$ cat src/rtl/key_led_ctrl_if.sv
// Key/LED controller signal bundle.
// master: board side (drives keys), slave: controller side (drives LEDs).
// With KEY_LED_CTRL_PWM_EN defined, the bundle also carries led_duty.
interface key_led_ctrl_if #(
  parameter int unsigned NUM_KEYS = 2,
  parameter int unsigned NUM_LEDS = 4
);
  logic [NUM_KEYS-1:0] key;
  logic [NUM_LEDS-1:0] usr_led;
  logic [2:0]          led_mode;
  logic [NUM_KEYS-1:0] key_press;
  logic [NUM_KEYS-1:0] key_long;
  logic                tick;
`ifdef KEY_LED_CTRL_PWM_EN
  logic [3:0]          led_duty;

  modport master (
    output key, output led_duty,
    input  usr_led, input led_mode, input key_press, input key_long, input tick
  );
  modport slave (
    input  key, input led_duty,
    output usr_led, output led_mode, output key_press, output key_long, output tick
  );
`else
  modport master (
    output key,
    input  usr_led, input led_mode, input key_press, input key_long, input tick
  );
  modport slave (
    input  key,
    output usr_led, output led_mode, output key_press, output key_long, output tick
  );
`endif
endinterface

$ cat src/rtl/key_led_ctrl.sv
// Key debounce and LED pattern controller.
// Debounces every key on both edges, emits press / long-press pulses, steers a
// five-mode LED pattern FSM with key[0]/key[1] and steps the pattern on a tick.
// Optional macro KEY_LED_CTRL_PWM_EN adds led_duty dimming via a 4-bit PWM.
module key_led_ctrl #(
  parameter int unsigned NUM_KEYS         = 2,
  parameter int unsigned NUM_LEDS         = 4,
  parameter int unsigned DEBOUNCE_CYCLES  = 8192,
  parameter int unsigned TICK_CYCLES      = 12500000,
  parameter int unsigned LONG_PRESS_TICKS = 8
) (
  input logic           clk_50m,
  input logic           rst_n,
  key_led_ctrl_if.slave bus
);

  localparam int unsigned DB_W = $clog2(DEBOUNCE_CYCLES + 1);
  localparam int unsigned TK_W = $clog2(TICK_CYCLES);
  localparam int unsigned LP_W = $clog2(LONG_PRESS_TICKS + 1);
  localparam logic [NUM_LEDS-1:0] LED_LSB = NUM_LEDS'(1);
  localparam logic [NUM_LEDS-1:0] LED_MSB = LED_LSB << (NUM_LEDS - 1);

  typedef enum logic [2:0] {
    MODE_BLINK  = 3'd0,
    MODE_WALK_L = 3'd1,
    MODE_WALK_R = 3'd2,
    MODE_COUNT  = 3'd3,
    MODE_BOUNCE = 3'd4
  } mode_e;

  logic [NUM_KEYS-1:0]           sync1, sync2;
  logic [NUM_KEYS-1:0][DB_W-1:0] db_cnt;
  logic [NUM_KEYS-1:0]           deb, deb_d;
  logic [NUM_KEYS-1:0]           press_q, long_q;
  logic [NUM_KEYS-1:0][LP_W-1:0] hold_cnt;
  logic [TK_W-1:0]               tick_cnt;
  logic                          tick_q;
  mode_e                         mode_q, mode_nxt;
  logic [NUM_LEDS-1:0]           pattern, pat_step, led_q;
  logic                          dir_up, dir_step;

  function automatic logic [NUM_LEDS-1:0] reload_pat(input mode_e m);
    case (m)
      MODE_WALK_L, MODE_BOUNCE: reload_pat = LED_LSB;
      MODE_WALK_R:              reload_pat = LED_MSB;
      default:                  reload_pat = '0;
    endcase
  endfunction

  // Two-stage synchroniser, debounce counters and rising-edge press pulse.
  always_ff @(posedge clk_50m or negedge rst_n) begin
    if (!rst_n) begin
      sync1   <= '0;
      sync2   <= '0;
      db_cnt  <= '0;
      deb     <= '0;
      deb_d   <= '0;
      press_q <= '0;
    end else begin
      sync1   <= bus.key;
      sync2   <= sync1;
      deb_d   <= deb;
      press_q <= deb & ~deb_d;
      for (int unsigned i = 0; i < NUM_KEYS; i++) begin
        if (sync2[i] == deb[i]) begin
          db_cnt[i] <= '0;
        end else if (db_cnt[i] == DB_W'(DEBOUNCE_CYCLES - 1)) begin
          db_cnt[i] <= '0;
          deb[i]    <= ~deb[i];
        end else begin
          db_cnt[i] <= db_cnt[i] + 1'b1;
        end
      end
    end
  end

  // Free-running pattern-step tick, one pulse per TICK_CYCLES.
  always_ff @(posedge clk_50m or negedge rst_n) begin
    if (!rst_n) begin
      tick_cnt <= '0;
      tick_q   <= 1'b0;
    end else if (tick_cnt == TK_W'(TICK_CYCLES - 1)) begin
      tick_cnt <= '0;
      tick_q   <= 1'b1;
    end else begin
      tick_cnt <= tick_cnt + 1'b1;
      tick_q   <= 1'b0;
    end
  end

  // Per-key hold counters in ticks; saturation makes the long pulse one-shot.
  always_ff @(posedge clk_50m or negedge rst_n) begin
    if (!rst_n) begin
      hold_cnt <= '0;
      long_q   <= '0;
    end else begin
      for (int unsigned i = 0; i < NUM_KEYS; i++) begin
        if (!deb[i]) begin
          hold_cnt[i] <= '0;
          long_q[i]   <= 1'b0;
        end else if (tick_q && hold_cnt[i] != LP_W'(LONG_PRESS_TICKS)) begin
          hold_cnt[i] <= hold_cnt[i] + 1'b1;
          long_q[i]   <= (hold_cnt[i] == LP_W'(LONG_PRESS_TICKS - 1));
        end else begin
          long_q[i]   <= 1'b0;
        end
      end
    end
  end

  // Next mode from the key pulses; long press on key 0 overrides presses.
  always_comb begin
    mode_nxt = mode_q;
    if (long_q[0]) begin
      mode_nxt = MODE_BLINK;
    end else if (press_q[0] && !press_q[1]) begin
      mode_nxt = (mode_q == MODE_BOUNCE) ? MODE_BLINK : mode_e'(mode_q + 3'd1);
    end else if (press_q[1] && !press_q[0]) begin
      mode_nxt = (mode_q == MODE_BLINK) ? MODE_BOUNCE : mode_e'(mode_q - 3'd1);
    end
  end

  // One tick step of the current pattern. BOUNCE turns around on the end bit
  // so that bit is lit for a single step.
  always_comb begin
    pat_step = pattern;
    dir_step = dir_up;
    case (mode_q)
      MODE_BLINK:  pat_step = ~pattern;
      MODE_WALK_L: pat_step = (pattern << 1) | (pattern >> (NUM_LEDS - 1));
      MODE_WALK_R: pat_step = (pattern >> 1) | (pattern << (NUM_LEDS - 1));
      MODE_COUNT:  pat_step = pattern + 1'b1;
      MODE_BOUNCE: begin
        if (NUM_LEDS > 1) begin
          if (dir_up) begin
            if (pattern[NUM_LEDS-1]) begin
              pat_step = pattern >> 1;
              dir_step = 1'b0;
            end else begin
              pat_step = pattern << 1;
            end
          end else begin
            if (pattern[0]) begin
              pat_step = pattern << 1;
              dir_step = 1'b1;
            end else begin
              pat_step = pattern >> 1;
            end
          end
        end
      end
      default: pat_step = pattern;
    endcase
  end

  // Mode FSM and pattern register; a reload on mode change swallows a coincident tick.
  always_ff @(posedge clk_50m or negedge rst_n) begin
    if (!rst_n) begin
      mode_q  <= MODE_BLINK;
      pattern <= '0;
      dir_up  <= 1'b0;
    end else begin
      mode_q <= mode_nxt;
      if (mode_nxt != mode_q) begin
        pattern <= reload_pat(mode_nxt);
        dir_up  <= 1'b1;
      end else if (tick_q) begin
        pattern <= pat_step;
        dir_up  <= dir_step;
      end
    end
  end

`ifdef KEY_LED_CTRL_PWM_EN
  logic [3:0] pwm_cnt;

  // LED output stage gated by the free-running PWM against led_duty.
  always_ff @(posedge clk_50m or negedge rst_n) begin
    if (!rst_n) begin
      pwm_cnt <= '0;
      led_q   <= '0;
    end else begin
      pwm_cnt <= pwm_cnt + 1'b1;
      led_q   <= pattern & {NUM_LEDS{pwm_cnt < bus.led_duty}};
    end
  end
`else
  // LED output stage: registered copy of the pattern.
  always_ff @(posedge clk_50m or negedge rst_n) begin
    if (!rst_n) begin
      led_q <= '0;
    end else begin
      led_q <= pattern;
    end
  end
`endif

  assign bus.usr_led   = led_q;
  assign bus.led_mode  = mode_q;
  assign bus.key_press = press_q;
  assign bus.key_long  = long_q;
  assign bus.tick      = tick_q;

endmodule

$ cat src/flat_wrapper.sv
// flat-port wrapper written by rule: the top's interface ports become plain ports
module key_led_ctrl_flat 
#(
  parameter int unsigned NUM_KEYS         = 2,
  parameter int unsigned NUM_LEDS         = 4,
  parameter int unsigned DEBOUNCE_CYCLES  = 8192,
  parameter int unsigned TICK_CYCLES      = 12500000,
  parameter int unsigned LONG_PRESS_TICKS = 8
)
  (clk_50m, rst_n, bus_key, bus_usr_led, bus_led_mode, bus_key_press, bus_key_long, bus_tick);
  key_led_ctrl_if #(.NUM_KEYS(NUM_KEYS), .NUM_LEDS(NUM_LEDS)) bus_i ();
  input logic clk_50m;
  input logic rst_n;
  input wire logic [$bits(bus_i.key)-1:0] bus_key;
  output wire logic [$bits(bus_i.usr_led)-1:0] bus_usr_led;
  output wire logic [$bits(bus_i.led_mode)-1:0] bus_led_mode;
  output wire logic [$bits(bus_i.key_press)-1:0] bus_key_press;
  output wire logic [$bits(bus_i.key_long)-1:0] bus_key_long;
  output wire logic [$bits(bus_i.tick)-1:0] bus_tick;
  assign bus_i.key = bus_key;
  assign bus_usr_led = bus_i.usr_led;
  assign bus_led_mode = bus_i.led_mode;
  assign bus_key_press = bus_i.key_press;
  assign bus_key_long = bus_i.key_long;
  assign bus_tick = bus_i.tick;
  key_led_ctrl #(.NUM_KEYS(NUM_KEYS), .NUM_LEDS(NUM_LEDS), .DEBOUNCE_CYCLES(DEBOUNCE_CYCLES), .TICK_CYCLES(TICK_CYCLES), .LONG_PRESS_TICKS(LONG_PRESS_TICKS)) u_core (.clk_50m(clk_50m), .rst_n(rst_n), .bus(bus_i));
endmodule
$ cat config.mk
export PLATFORM = sky130hd
export DESIGN_NAME = key_led_ctrl_flat
export DESIGN_NICKNAME = d
export VERILOG_FILES = /design/src/rtl/key_led_ctrl_if.sv /design/src/rtl/key_led_ctrl.sv /design/src/flat_wrapper.sv
export SDC_FILE = /design/constraint.sdc
export NUM_CORES = 1
export LEC_CHECK = 0
export ABC_AREA = 1
export CORE_MARGIN = 4
export CORE_UTILIZATION = 50
export CTS_CLUSTER_DIAMETER = 50
export CTS_CLUSTER_SIZE = 40
export DETAILED_ROUTE_END_ITERATION = 8
export GPL_TIMING_DRIVEN = 0
export PLACE_DENSITY = 0.7
export SLEW_MARGIN = 5
export SYNTH_ARGS = -nofsm -noshare
export SYNTH_HDL_FRONTEND = slang
export SYNTH_SLANG_ARGS = --single-unit
$ cat constraint.sdc
create_clock -name clk_50m -period 1.75 [get_ports clk_50m]
set_input_delay 0.35 -clock clk_50m [delete_from_list [all_inputs] [get_ports clk_50m]]
set_output_delay 0.35 -clock clk_50m [all_outputs]
set_load 0.05 [all_outputs]
---- After elaboration in Yosys (flattened, before gate mapping) ----
Index checks and enable logic that the tools add are counted.
W data, S select, Z words.
operators by class
  $mul .................................... 0
  divide/modulo/power cells ............... 0
  eq/ne operators ......................... 19
  $lt $le $gt $ge ......................... 0
  $add $sub $neg .......................... 8
  bitwise gates (word level) .............. 9
  mux-type cells .......................... 32
  reduce and logical (&&, ||, !) cells .... 15
  shift operators ......................... 0
operator list
  kind                     number
  $mux W14                 4
  $mux W4                  9
  $add A14 B1 Y14 const B  2
  $eq A14 B13 Y1 const B   2
  $add A24 B1 Y24 const B  1
  $eq A24 B24 Y1 const B   1
  $mux W24                 1
  $pmux W4 S5              1
  $mux W3                  5
  $add A4 B1 Y4 const B    3
  $mux W1                  11
  $eq A3 B2 Y1 const B     3
  $eq A4 B3 Y1 const B     2
  $ne A4 B4 Y1 const B     2
  $pmux W4 S2              1
  $reduce_and A2 Y1        4
  $eq A3 B1 Y1 const B     2
  $eq A3 B3 Y1 const B     2
  $reduce_bool A6 Y1       1
  $logic_and A1 B1 Y1      4
  $ne A2 B2 Y1 const B     2
  $not A1 Y1               4
  $not A4 Y4               1
  $or A3 B4 Y4             1
  11 further kinds         14
word-level totals
  bits in latches ......................... 0
  memory bits (writable) .................. 0
  input port bits ......................... 4
  word-level logic and storage cells ...... 100
  output and inout port bits .............. 12
  register bits after elaboration ......... 85
  ROM bits ................................ 0
  memories kept ........................... 0

---- Longest topological paths before layout ----
Gate-level depths: netlist of the first run.
  depth after elaboration ................. 9
  mapped depth ............................ 14

---- Worst setup path after synthesis of the first run ----
OpenSTA, ideal clock, no wires.
  path type ............................... reg2reg
  start ................................... register u_core.mode_q[0], in the netlist u_core.bus.led_mode[0]
  end ..................................... register u_core.pattern[3]
  period minus slack after synthesis ...... 2162 ps
  data arrival time ....................... 2036 ps
  stages on the path, launching flop included .. 15
  setup slack ............................. -412 ps
  required time ........................... 1624 ps
  library setup time ...................... 126 ps
  cells stage by stage .................... dfrtp_1 -> inv_1 -> ha_1 -> nand2_2 -> nand2_1 -> nand2_1 -> nand2_1 -> inv_1 -> nand2_1 -> nand2_1 -> nand2_1 -> nor2_4 -> nand2_2 -> nand2_1 -> nand3_1
between the ends
  cells in the longest elaborated chain, start to end .. 9
  elaborated cells on any way between the ends .. 24
  those cells by class .................... add/sub (2); eq/ne (8); mux (9); reduce/logical (5)
ends and longest elaborated chain
  what                                                      line                                      RTL
  from (decl)                                               key_led_ctrl.sv:38                        mode_e mode_q, mode_nxt;
  from (signal assigned)                                    key_led_ctrl.sv:163                       mode_q <= mode_nxt;
  $sub A3 B1 Y3 / $logic_not A3 Y1 (equally long branches)  key_led_ctrl.sv:119, key_led_ctrl.sv:128
  $mux W3                                                   key_led_ctrl.sv:119                       mode_nxt = (mode_q == MODE_BLINK) ? MODE_BOUNCE : mode_e'(mode_q - 3'd1);
  $mux W3                                                   key_led_ctrl.sv:118                       end else if (press_q[1] && !press_q[0]) begin
  $mux W3                                                   key_led_ctrl.sv:116                       end else if (press_q[0] && !press_q[1]) begin
  $mux W3                                                   key_led_ctrl.sv:114                       if (long_q[0]) begin
  $eq A3 B1 Y1 / $eq A3 B3 Y1 (equally long branches)       key_led_ctrl.sv:43                        case (m)
  $reduce_or A2 Y1                                          key_led_ctrl.sv:43
  $pmux W4 S2                                               key_led_ctrl.sv:43
  $mux W4                                                   key_led_ctrl.sv:164                       if (mode_nxt != mode_q) begin
  to (signal assigned)                                      key_led_ctrl.sv:165                       pattern <= reload_pat(mode_nxt);
  to (signal assigned)                                      key_led_ctrl.sv:168                       pattern <= pat_step;
  to (decl)                                                 key_led_ctrl.sv:39                        logic [NUM_LEDS-1:0] pattern, pat_step, led_q;
Parallel ways exist; a longest one is shown, timed or not. The select of a mux whose other input is x is not followed.
A chain may end at the register's enable or synchronous reset.

---- Worst setup path after layout of the first run ----
  start ................................... register u_core.mode_q[1], in the netlist u_core.bus.led_mode[1]
  end ..................................... register u_core.pattern[0]
Same word-level chain as after synthesis.

==> results of run 1 <==
## critical path, cell delays in order, from the launching register on
cell	delay, ns
dfrtp_2	0.45
inv_4	0.07
ha_4	0.19
nand2_1	0.06
nand2_1	0.06
a21oi_2	0.25
nand2_4	0.09
nand2_2	0.06
nand2_2	0.06
nor2_4	0.16
buf_12	0.12
nand4_1	0.06
nand3_1	0.11
## sequential cells by signal, indices dropped and copies added (netlist names)
name,cells
u_core.bus.key_long,2
u_core.bus.key_press,2
u_core.bus.led_mode,3
u_core.bus.tick,1
u_core.bus.usr_led,4
u_core.db_cnt,28
u_core.deb,2
u_core.deb_d,2
u_core.dir_up,1
u_core.hold_cnt,8
u_core.pattern,4
u_core.sync1,2
u_core.sync2,2
u_core.tick_cnt,24
## repair_timing
action	CTS	global route
hold endpoints to repair	16	0
setup endpoints to repair	22	34
gates resized for setup	24	58
hold buffers	1	0
pin swaps	7	22
setup buffers	8	13
## how the worst max path moves through the flow
stage          cells past startpoint                     end              startpoint  slack (ns)
2_1_floorplan                     14       u_core.pattern[3]  u_core.bus.led_mode[1]       -0.05
3_3_place_gp                       1  u_core.bus.led_mode[1]                   rst_n       -3.02
3_5_place_dp                      13       u_core.pattern[0]  u_core.bus.led_mode[1]        -0.1
4_1_cts                           11       u_core.pattern[0]  u_core.bus.led_mode[1]       -0.03
5_1_grt                           12       u_core.pattern[0]  u_core.bus.led_mode[1]       -0.15
6_report                          12       u_core.pattern[0]  u_core.bus.led_mode[1]       -0.07
## per-stage QoR
stage | setup TNS, ns | setup WS, ns
3_3_place_gp | -230.84 | -3.02
4_1_cts | -0.0258 | -0.0258
3_5_place_dp | -0.392 | -0.0994
5_1_grt | -1.14 | -0.146
6_report | -0.101 | -0.0662
2_1_floorplan | -0.106 | -0.0528
## logic make-up after synthesis
| logic type | synth area share, % |
|---|---|
| flip-flops | 45.6 |
| adder cells (fa/ha/maj) | 4.03 |
| AND/OR/NAND/NOR | 31.9 |
| multiplexers | 0.215 |
| buffers and inverters | 7.06 |
| AO/OA/AOI/OAI | 5.21 |
| XOR/XNOR | 6.01 |
## power breakdown
part,internal (mW),total (mW),switching [mW]
registers,1.98,1.99,0.0147
logic,0.0324,0.0973,0.0650
clock network,0.562,1.30,0.737
## final cells by class
type / instances / area share [%]
plain buffers: 3 / 0.356
clock buffers: 10 / 2.45
clock inverters: 6 / 0.824
inverters: 84 / 5.79
multi-input cells: 383 / 44.0
flip-flops and latches: 85 / 37.9
well taps: 108 / 2.40
repair buffers: 38 / 6.23
## routing by layer
metal / track usage (%) / vias to the layer above / share of wire [%]
met5: 0 / - / 0
li1: - / 1898 / -
met2: 29.8 / 57 / 50
met4: 6.27 / 0 / 1.6
met1: 23.0 / 1854 / 46
met3: 2.53 / 14 / 2.7
## placed cells by master (no fill, tap or decap), drive strengths merged, types with 2 or more instances in the layout
cell type | netlist | layout
a21oi | 16 | 16
and3 | 2 | 2
buf | 2 | 25
clkbuf | 1 | 12
clkdlybuf4s50 | 0 | 2
clkinv | 0 | 3
clkinvlp | 0 | 2
dfrtp | 85 | 85
dlygate4sd2 | 0 | 10
ha | 15 | 15
inv | 84 | 85
nand2 | 105 | 105
nand3 | 49 | 49
nand4 | 23 | 23
nor2 | 77 | 77
nor3 | 22 | 22
nor3b | 7 | 7
nor4 | 6 | 6
o2111ai | 2 | 2
o21ai | 20 | 20
o31ai | 2 | 2
xnor2 | 7 | 7
xor2 | 25 | 25
==> flow_summary.json, run 1 <==
{
  "status": "complete, but fails checks",
  "violations": "setup timing",
  "synth_common_cells": "nand2_1 (95), dfrtp_1 (85), inv_1 (80)",
  "yosysMostFrequentCell": "nand2_1",
  "regArea_um2": 2130,
  "synth-seq-area-share_pct": 45.6,
  "syn_avg_cell_area_um2": 8.40,
  "cellLeakagePower_nw": 2.63,
  "die_h_um": 105,
  "synth-edff-count": 0,
  "layout.cells.non_filler": 717,
  "min_to": "u_core.sync2[1]",
  "synth.largest_area_cell": "dfrtp_1",
  "ys_warn_count": 0,
  "nets": 623,
  "cts-root-buf": "clkbuf_8",
  "layout-drive-gt1-share_pct": 21.3,
  "min_from": "u_core.sync1[1]",
  "coreArea_um2": 8890,
  "fmax_mhz": 551,
  "worstPathRequired_ns": 2.03,
  "crit_fanout": 5,
  "grt_overflow": 0,
  "grt_max_degree": 47,
  "maxCapViolations": 0,
  "reg2regPathDepth": 12,
  "fillCellCount": 757,
  "place_area_um2": 5030,
  "endpoint_kind": "flip-flop",
  "clock_latency_ns": 0.35,
  "multi_input_area_um2": 2480,
  "drt-vias-per-instance": 5.33,
  "rsz0062_at_grt": "yes",
  "syn-num-nets": 574,
  "min_path_cells": 0,
  "critPathArrivalTime_ns": 2.09,
  "synth_area_leaders": "dfrtp_1 (46%), nand2_1 (7.6%), inv_1 (6.4%), nor2_1 (5.2%), xor2_1 (4.7%)",
  "ys_types": 38,
  "hold_violations": 0,
  "grt_pass1_vias": 3753,
  "start_kind": "flip-flop",
  "grt_pass1_wl_um": 16300,
  "dieArea_um2": 10900,
  "setup_ws_ns": -0.0662,
  "place.detailed.hpwl_um": 6630,
  "clockBufferDepth": 2,
  "grt_usage_pct": 17.5,
  "cts_sinks": 85,
  "wire_per_inst_um": 13.3,
  "antenna_cells": 0,
  "vias": 3823,
  "place_inst": 679,
  "drv_slew": 0,
  "htree_levels": 3,
  "slew_headroom_pct": 63.7,
  "syn_area_um2": 4660,
  "numCtsBuffers": 9,
  "synth_ff_type": "dfrtp_1",
  "drc": 0,
  "ys_ff_latch": 85,
  "final_util_pct": 63.2,
  "dr.first_iter.drc_count": 145,
  "regToRegSetupSlack_ns": -0.07,
  "stdcell_area_um2": 5620,
  "min_period_over_period_pct": 104,
  "core.rowCount": 34,
  "r2r-end": "u_core.pattern[0]",
  "ant_nets": 0,
  "cts_tree": "yes",
  "syn_inst": 555,
  "post-route-min-period_ns": 1.82,
  "worstReg2RegStart": "u_core.bus.led_mode[1]",
  "area_delta_synth_final_pct": 20.6,
  "crit_type": "flip-flop to flip-flop",
  "powerDensity_nw_per_um2": 603,
  "first_pass_iters": 4,
  "power_mw": 3.39,
  "totalWireLength_um": 9550,
  "tightest_slew_ns": 0.545,
  "portBuffers": 15,
  "ir_worst_vdd_mv": 0.490,
  "io-pin-count": 16,
  "synth_top_area_share_pct": 45.6,
  "timing.hold.ws_ns": 0.355,
  "min_path_type": "flip-flop to flip-flop",
  "skew_ns": 0.0144,
  "path_clk_slew_ns": 0.10,
  "start_util_pct": 52.4,
  "synthArstFlopShare_pct": 100,
  "die_w_um": 105,
  "setup_viol": 2,
  "antenna_found_initial": 0,
  "place.gp.congestion": 0.903
}
No activity file was read; power rests on OpenSTA's default activity.
==> run 2: changes to the inputs <==
Settings changed: CORE_UTILIZATION 50 to 28, PLACE_DENSITY 0.7 to not set.
==> flow_summary.json, run 2 (synthesis gave the netlist of run 1 again) <==
{
  "status": "complete, but fails checks",
  "violations": "setup timing",
  "cp_num_buf_inv": 2,
  "min_to": "u_core.sync2[1]",
  "place.detailed.hpwl_um": 6790,
  "io-pin-count": 16,
  "htree_levels": 3,
  "setup_ws_ns": -0.0197,
  "drc": 0,
  "startpoint": "u_core.bus.led_mode[0]",
  "rsz0062_at_grt": "yes",
  "dieArea_um2": 18800,
  "critPathArrivalTime_ns": 2.04,
  "reg2regPathDepth": 13,
  "crit_type": "flip-flop to flip-flop",
  "r2r-end": "u_core.pattern[3]",
  "layout-drive-gt1-share_pct": 22.7,
  "clockBufferDepth": 2,
  "ir_worst_vdd_mv": 0.483,
  "antenna_found_initial": 0,
  "cts-root-buf": "clkbuf_16",
  "coreArea_um2": 16100,
  "setup_viol": 2,
  "drt-vias-per-instance": 4.56,
  "worstPathRequired_ns": 2.02,
  "core.rowCount": 46,
  "place.gp.congestion": 0.845,
  "worstReg2RegStart": "u_core.bus.led_mode[0]",
  "grt_usage_pct": 10.9,
  "grt_max_degree": 52,
  "min_path_cells": 0,
  "totalWireLength_um": 10000,
  "final_cell_mix": "dfrtp_1 (82), nand2_1 (78), inv_1 (72)",
  "cpPeakStageDelay_ns": 0.47,
  "power_mw": 3.84,
  "regToRegSetupSlack_ns": -0.02,
  "reg_top3": "u_core.db_cnt (28), u_core.tick_cnt (24), u_core.hold_cnt (8)",
  "cts_tree": "yes",
  "area_delta_synth_final_pct": 26.4,
  "grt_pass1_wl_um": 16600,
  "hold_violations": 0,
  "skew_ns": 0.00719,
  "powerDensity_nw_per_um2": 653,
  "critPathTopFamily": "simple AND/OR/NAND/NOR gates",
  "nets": 627,
  "final_common_cell": "dfrtp_1",
  "die_h_um": 137,
  "wire_per_inst_um": 12.1,
  "drv_slew": 0,
  "tightest_slew_ns": 0.522,
  "clock_latency_ns": 0.34,
  "antenna_cells": 0,
  "maxCapViolations": 0,
  "die_w_um": 137,
  "ant_nets": 0,
  "path_clk_slew_ns": 0.06,
  "dr.first_iter.drc_count": 275,
  "grt_overflow": 0,
  "grt_pass1_vias": 3609,
  "largest_reg_flops": 28,
  "first_pass_iters": 4,
  "regMostFlops": "u_core.db_cnt",
  "vias": 3772,
  "min_period_over_period_pct": 101,
  "cts_sinks": 85,
  "min_path_type": "flip-flop to flip-flop",
  "crit_fanout": 8,
  "endpoint_kind": "flip-flop",
  "start_util_pct": 28.9,
  "slew_headroom_pct": 64.9,
  "path_cells": "inv_4, ha_4, nand2_8, nand2_1, nand2_1, nand2_1, nand2_2, nand2_2, nand2_2, nor2_4, buf_6, nand4_1, nand3_1",
  "min_from": "u_core.sync1[1]",
  "numCtsBuffers": 9,
  "cellLeakagePower_nw": 2.71,
  "fmax_mhz": 565,
  "critical-path-slowest-cell": "dfrtp_2",
  "start_kind": "flip-flop",
  "fin_setup_tns_ns": -0.0218,
  "post-route-min-period_ns": 1.77,
  "portBuffers": 15
}
[run 2: repair_timing]
action,4_1_cts,5_1_grt
setup endpoints to repair,21,35
setup buffers,6,19
pin swaps,10,27
hold buffers,1,0
resized for setup,25,65
hold endpoints to repair,34,0
[run 2: layout make-up]
type,count,area [um2]
inverter,84,325
clock inverter,4,26.3
tap,216,270
sequential,85,2130
multi-input combinational,383,2510
timing repair buffer,42,367
clock buffer,11,243
buffer,3,21.3
fill,1662,10200
[run 2: worst max-delay path by stage]
| stage | slack [ns] | end | depth (start not counted) |
|---|---|---|---|
| global route | -0.14 | u_core.pattern[3] | 12 |
| floorplan | -0.05 | u_core.pattern[3] | 14 |
| CTS | -0.03 | u_core.pattern[3] | 11 |
| global placement | -3.16 | u_core.bus.led_mode[1] | 1 |
| finish | -0.02 | u_core.pattern[3] | 13 |
| detailed placement | -0.13 | u_core.pattern[3] | 14 |
[run 2: worst reg2reg max path: stages (launching register included)]
cell,delay (ns)
dfrtp_2,0.47
inv_4,0.10
ha_4,0.19
nand2_8,0.09
nand2_1,0.08
nand2_1,0.06
nand2_1,0.09
nand2_2,0.07
nand2_2,0.06
nand2_2,0.06
nor2_4,0.14
buf_6,0.13
nand4_1,0.07
nand3_1,0.10
[run 2: routing by layer]
layer	track usage, %	vias to the layer above	part of all wire (%)
met2	17.7	46	50
li1	-	1916	-
met3	2.94	11	3.0
met1	14.0	1799	46
met5	0	-	0
met4	3.99	0	1.4
[run 2: stage by stage]
step	hold slack, ns	instances	util [%]	setup WS (ns)	instance area (um2)
after floorplan	0.0544	555	-	-0.0528	4720
after global placement	0.334	786	31.9	-3.16	5140
after detailed placement	0.336	787	32.0	-0.135	5160
after CTS	0.350	809	34.2	-0.0283	5510
after global routing	0.360	828	36.6	-0.140	5890
final	0.347	828	36.6	-0.0197	5890
[run 2: power by group]
| group | internal, mW | switching (mW) | leakage, nW |
|---|---|---|---|
| clock network | 0.990 | 0.758 | 0.131 |
| registers | 1.98 | 0.0140 | 1.15 |
| logic | 0.0354 | 0.0663 | 1.42 |
==> run 3: changes to the inputs <==
--- a/config.mk
+++ b/config.mk
@@ -10,3 +10,3 @@
 export CORE_UTILIZATION = 28
-export CTS_CLUSTER_DIAMETER = 50
+export CTS_CLUSTER_DIAMETER = 80
 export CTS_CLUSTER_SIZE = 40
==> constraint.sdc (replaced) <==
create_clock -name clk_50m -period 1.5 [get_ports clk_50m]
set_input_delay 0.3 -clock clk_50m [delete_from_list [all_inputs] [get_ports clk_50m]]
set_output_delay 0.3 -clock clk_50m [all_outputs]
set_load 0.1 [all_outputs]
==> flow_summary.json, run 3 (synthesis gave the netlist of run 1 again) <==
{
  "reg2regPathDepth": 12,
  "die_w_um": 137,
  "portBuffers": 15,
  "setup_viol": 26,
  "use_met1_pct": 15.1,
  "fmax_mhz": 554,
  "min_path_type": "flip-flop to flip-flop",
  "dr.first_iter.drc_count": 262,
  "grt_max_degree": 64,
  "cp.depth": 12,
  "grt_usage_pct": 11.6,
  "grt_pass1_wl_um": 17500,
  "slew_headroom_pct": 67.2,
  "drc": 0,
  "path_cells": "inv_4, ha_4, nand2_2, nand2_2, a21oi_4, nand2_2, nand2_2, nand2_2, nor2_4, nand2_4, nand2_2, nand3_2",
  "p_int_mw": 3.73,
  "antenna_cells": 0,
  "cts_tree": "yes",
  "dieArea_um2": 18800,
  "totalWireLength_um": 11000,
  "core.rowCount": 46,
  "numCtsBuffers": 9,
  "reg_top3": "u_core.db_cnt (28), u_core.tick_cnt (24), u_core.hold_cnt (8)",
  "r2r-end": "u_core.pattern[0]",
  "worstPathRequired_ns": 1.74,
  "power_switching_mw": 1.03,
  "busiest_layer": "met2",
  "cts_sinks": 85,
  "worstSetupEndpoint": "u_core.pattern[0]",
  "critPathTopFamily": "simple AND/OR/NAND/NOR gates",
  "nets": 654,
  "pwr-share-seq_pct": 48.9,
  "io-pin-count": 16,
  "skew_ns": 0.00665,
  "swShare_pct": 21.6,
  "drt-vias-per-instance": 4.58,
  "clockBufferDepth": 2,
  "worstReg2RegStart": "u_core.bus.led_mode[1]",
  "tightest_slew_ns": 0.495,
  "grt_overflow": 0,
  "critical-path-slowest-cell": "dfrtp_4",
  "coreArea_um2": 16100,
  "place.detailed.hpwl_um": 6790,
  "setup_ws_ns": -0.304,
  "ant_nets": 0,
  "vias": 3920,
  "powerDensity_nw_per_um2": 752,
  "antenna_found_initial": 0,
  "regMostFlops": "u_core.db_cnt",
  "ir_worst_vdd_mv": 0.560,
  "htree_levels": 3,
  "first_pass_iters": 5,
  "start_kind": "flip-flop",
  "wire_per_inst_um": 12.8,
  "crit_type": "flip-flop to flip-flop",
  "post-route-min-period_ns": 1.80,
  "die_h_um": 137,
  "startpoint": "u_core.bus.led_mode[1]",
  "fin_setup_tns_ns": -3.81,
  "endpoint_kind": "flip-flop",
  "final_common_cell": "dfrtp_1",
  "layout-drive-gt1-share_pct": 35.5,
  "min_period_over_period_pct": 120,
  "fillCellCount": 1598,
  "min_path_cells": 0,
  "drv_slew": 0,
  "combPwrFrac_pct": 2.6,
  "area_delta_synth_final_pct": 35.9,
  "cpMostUsedCell": "nand2_2",
  "regToRegSetupSlack_ns": -0.30,
  "violations": "setup timing",
  "place.gp.congestion": 0.817,
  "start_util_pct": 28.9,
  "crit_fanout": 6,
  "critPathArrivalTime_ns": 2.04,
  "hold_violations": 0,
  "largest_reg_flops": 28,
  "met3_usage_pct": 3.42,
  "grtUsageMet2_pct": 18.5,
  "timing.hold.ws_ns": 0.341,
  "rsz0062_at_grt": "yes",
  "cpPeakStageDelay_ns": 0.47,
  "clkPwrFrac_pct": 48.5,
  "maxCapViolations": 0,
  "cp_num_buf_inv": 1,
  "grt_pass1_vias": 3762,
  "final_cell_mix": "dfrtp_1 (73), nand2_1 (69), inv_1 (65)",
  "status": "complete, but fails checks",
  "cts-root-buf": "clkbuf_16",
  "path_clk_slew_ns": 0.06,
  "clock_latency_ns": 0.35,
  "cellLeakagePower_nw": 2.88
}
-- run 3: cell count changes in the layout (fill, tap and decap cells not counted), sizes merged --
cell           previous run  this run
clkdlybuf4s15             2         0
clkbuf                   12        14
buf                      29        67
bufinv                    0         1
clkinv                    3         2
dlygate4sd2              10         0
-- run 3: cell type report --
| cell class | count | area, um2 | area share [%] |
|---|---|---|---|
| Inverter | 84 | 340 | 5.37 |
| Multi-Input combinational cell | 383 | 2660 | 42.0 |
| Clock inverter | 4 | 47.5 | 0.751 |
| Clock buffer | 12 | 256 | 4.05 |
| Buffer | 3 | 21.3 | 0.336 |
| Sequential cell | 85 | 2150 | 33.9 |
| Timing Repair Buffer | 69 | 589 | 9.30 |
| Tap cell | 216 | 270 | 4.27 |
-- run 3: per-layer routing --
layer | part of all wire, % | routed length [um]
met4 | 1.9 | 213
met2 | 48 | 5290
met5 | 0 | 0
met1 | 46 | 5060
met3 | 3.7 | 410
-- run 3: power groups by stage --
stage                     logic, mW  clock network (mW)  registers (mW)
after global routing          0.148                2.46            2.33
after detailed placement      0.111                   0            2.37
after global placement       0.0995                   0            2.37
final                         0.125                2.31            2.33
after floorplan              0.0360                   0            2.36
after CTS                     0.123                2.38            2.32
-- run 3: worst min-delay path by stage --
stage	from	end	slack, ns
after detailed placement	rst_n	u_core.db_cnt[24]	0.23
final	u_core.sync1[1]	u_core.sync2[1]	0.34
after global routing	u_core.sync1[1]	u_core.sync2[1]	0.34
after CTS	u_core.sync1[1]	u_core.sync2[1]	0.34
after floorplan	rst_n	u_core.bus.key_long[0]	0.004
after global placement	u_core.sync1[0]	u_core.sync2[0]	0.33
-- run 3: stage by stage --
step / utilization (%) / worst slack (ns) / total power [mW] / instances / cell area (um2)
CTS: 36.3 / -0.290 / 4.82 / 834 / 5850
global placement: 32.0 / -3.67 / 2.47 / 786 / 5160
global route: 39.3 / -0.423 / 4.94 / 856 / 6330
detailed placement: 32.2 / -0.442 / 2.48 / 787 / 5180
finish: 39.3 / -0.304 / 4.76 / 856 / 6330
floorplan: - / -0.396 / 2.40 / 555 / 4740
-- run 3: repair_timing --
action / in CTS / in global routing
resized for setup: 116 / 96
buffers inserted: 30 / 26
setup endpoints to repair: 57 / 52
pin swaps: 33 / 43
endpoints found under the hold margin: 22 / 0
cloned: 0 / 1
hold buffers: 1 / 0
==> edit, RTL diff (flow settings as in run 2) <==
`NUM_LEDS` is set to 4 in 3 places; all go to 3.
--- a/src/rtl/key_led_ctrl_if.sv
+++ b/src/rtl/key_led_ctrl_if.sv
@@ -3,7 +3,7 @@
 // With KEY_LED_CTRL_PWM_EN defined, the bundle also carries led_duty.
 interface key_led_ctrl_if #(
   parameter int unsigned NUM_KEYS = 2,
-  parameter int unsigned NUM_LEDS = 4
+  parameter int unsigned NUM_LEDS = 3
 );
   logic [NUM_KEYS-1:0] key;
   logic [NUM_LEDS-1:0] usr_led;
--- a/src/rtl/key_led_ctrl.sv
+++ b/src/rtl/key_led_ctrl.sv
@@ -4,7 +4,7 @@
 // Optional macro KEY_LED_CTRL_PWM_EN adds led_duty dimming via a 4-bit PWM.
 module key_led_ctrl #(
   parameter int unsigned NUM_KEYS         = 2,
-  parameter int unsigned NUM_LEDS         = 4,
+  parameter int unsigned NUM_LEDS         = 3,
   parameter int unsigned DEBOUNCE_CYCLES  = 8192,
   parameter int unsigned TICK_CYCLES      = 12500000,
   parameter int unsigned LONG_PRESS_TICKS = 8
--- a/src/flat_wrapper.sv
+++ b/src/flat_wrapper.sv
@@ -2,7 +2,7 @@
 module key_led_ctrl_flat 
 #(
   parameter int unsigned NUM_KEYS         = 2,
-  parameter int unsigned NUM_LEDS         = 4,
+  parameter int unsigned NUM_LEDS         = 3,
   parameter int unsigned DEBOUNCE_CYCLES  = 8192,
   parameter int unsigned TICK_CYCLES      = 12500000,
   parameter int unsigned LONG_PRESS_TICKS = 8
Ports: changed (resized bus_usr_led); port bits go from 16 to 15. The function was not compared with the original's and may differ.
==> edit against run 2 <==
  * The run still ends with negative setup slack left
  * Sequential cell count fell by 2
  * Final cell count is 2.1% lower
  * Utilization fell by 0.51 points
  * Global-route usage decreased by 0.43 points
  * Area after synthesis down 3.3%
  * Setup slack improved by 8.7 ps
  * First-iteration DRC count decreased by 8.7%
  * Total power grew 0.29%
  * Final area fell by 3.2%
  * Routed wire length fell by 8.9%
  * Clock skew about the same
==> edit: results (changes against run 2) <==
status=finished with violations (unchanged); failing checks=negative setup slack (unchanged); first-pass GRT wire length=15890 um (was 16650 um); worst vdd ir=463.7 uV (was 483.3 uV); Avg WL per Cell=11.24 um (was 12.09 um); CP Max Fanout=6 (was 8); post-cts resize count=35 (was 25); top area cells in the synthesized netlist=dfrtp_1 46%, nand2_1 7.9%, inv_1 6.2% (was dfrtp_1 46%, nand2_1 7.6%, inv_1 6.4%); Starting DRT DRC Count=251 (was 275); largest registers=u_core.db_cnt: 28 flops, u_core.tick_cnt: 24 flops, u_core.hold_cnt: 8 flops (unchanged); Top FF cell, synth=dfrtp_1 (unchanged); GP Congestion=0.7994 (was 0.8445); ant diodes=0 (unchanged); Cell variety after synth=39 (was 38); Total GRT Usage=0.1051 (was 0.1094); initial antenna violation count=0 (unchanged); Final WS setup=-10.97 ps (was -19.67 ps); Largest Register=u_core.db_cnt (unchanged); post-CTS repair timing setup buffer count=14 (was 6); crit path DAT=1980 ps (was 2040 ps); Synth warnings=0 (unchanged); min-delay worst type=register to register (unchanged); Longest Clk Path Bufs=2 (unchanged); Nets=609 (was 627); IO Port Bufs=14 (was 15); Critical R2R Launch=u_core.bus.led_mode[0]$_DFF_PN0_ (unchanged); vias in the first global route=3361 (was 3609); hold_buf cts=1 (unchanged); Post-synth top cells=95 x nand2_1, 83 x dfrtp_1, 74 x inv_1 (was 95 x nand2_1, 85 x dfrtp_1, 80 x inv_1); Seq/Total Area, Yosys=0.4606 (was 0.4563); asr flop ratio synth=1.000 (unchanged); drt pass-1 iters=4 (unchanged); crit path capture=u_core.pattern[0]$_DFFE_PN0P_ (was u_core.pattern[3]$_DFFE_PN0P_); H-tree lvl count=3 (unchanged); cells on worst reg2reg path=11 (was 13); Setup TNS=-13.82 ps (was -21.75 ps); Setup violations, final=2 (unchanged); Leak Pwr=0.002592 uW (was 0.002705 uW); fillers=1630 (was 1662); Least-Margin Pin Slew=496.2 ps (was 522.2 ps); largest net degree at the start of global routing=65 (was 52); clk_skew=7.679 ps (was 7.188 ps); vias after detailed routing=3562 (was 3772); crit path kind=register to register (unchanged); layout cell share with drive strength beyond 1=0.2387 (was 0.2271); clock-pin slew of the registers on the worst-case setup and hold paths=about 70 ps; DP HPWL=6307 um (was 6792 um); Inserted Clock Buffers=9 (unchanged); syn_nets=558 (was 574)
-- edit: cell types whose count changed after synthesis, sizes merged, moves of 2 or more --
cell / run 2 / this run
a211oi: 1 / 4
a21oi: 16 / 18
dfrtp: 85 / 83
inv: 84 / 81
nand2: 105 / 107
nand3: 49 / 41
nand4: 23 / 19
nor2: 77 / 82
nor3b: 7 / 4
o21ai: 20 / 13
or2: 0 / 2
xnor2: 7 / 10
xor2: 25 / 22
-- edit: metal layers --
metal  share of wire  track usage  wire length, um
met1            0.48       0.1486             4416
met2            0.47       0.1620             4293
met3           0.031      0.02608              287
met4           0.013      0.02602              121
met5               0            0                0
-- edit: worst min path at each step --
stage                     slack (ps)                               end                 startpoint  cells after the start
final                            350         u_core.sync2[0]$_DFF_PN0_  u_core.sync1[0]$_DFF_PN0_                      0
after global routing             360         u_core.sync2[0]$_DFF_PN0_  u_core.sync1[0]$_DFF_PN0_                      0
after CTS                        350         u_core.sync2[0]$_DFF_PN0_  u_core.sync1[0]$_DFF_PN0_                      0
after detailed placement         250        u_core.db_cnt[0]$_DFF_PN0_                      rst_n                      1
after global placement           340         u_core.sync2[0]$_DFF_PN0_  u_core.sync1[0]$_DFF_PN0_                      0
after floorplan                   50  u_core.bus.key_long[0]$_DFF_PN0_                      rst_n                      0
-- edit: layout make-up --
| type | instances | area [um2] | share of cell area |
|---|---|---|---|
| Buffer | 2 | 12.51 | 0.002193 |
| Clock buffer | 9 | 225.2 | 0.03947 |
| Clock inverter | 7 | 63.81 | 0.01118 |
| Inverter | 81 | 314.1 | 0.05504 |
| Multi-Input combinational cell | 373 | 2385 | 0.4180 |
| Sequential cell | 83 | 2082 | 0.3649 |
| Tap cell | 216 | 270.3 | 0.04737 |
| Timing Repair Buffer | 40 | 352.8 | 0.06184 |
-- edit: cell families after synthesis --
group	share of synthesized area
adders and majority gates	0.04162
xor gates and xnor gates	0.06215
and+or+nand+nor	0.3110
AOI/OAI and AO/OA	0.05439
buffers and inverters	0.07020
DFF	0.4606
-- edit: report_power, final --
part	leakage, uW	switching, uW	internal [uW]
Combinational	0.00133	64.8	30.4
Sequential	0.00112	11.1	1930
Clock	0.000139	830	986
-- edit: worst max-delay path, stage by stage, from the launching register on --
cell     delay [ps]
dfrtp_2         460
ha_4            190
buf_6           110
or2_1           230
nand3_2          70
nand2_2          80
nand3_2         110
nand2_4          70
nor2_8          130
nand2_4          70
nand2_2          60
nand3_2          50
-- edit: per-stage QoR --
| step | cells | setup slack, ps | cell area, um2 |
|---|---|---|---|
| after floorplan | 539 | -54.94 | 4547 |
| after global placement | 769 | -3052 | 4957 |
| after detailed placement | 770 | -104.5 | 4982 |
| after CTS | 801 | -31.10 | 5456 |
| after global routing | 811 | -100.6 | 5705 |
| final | 811 | -10.97 | 5705 |
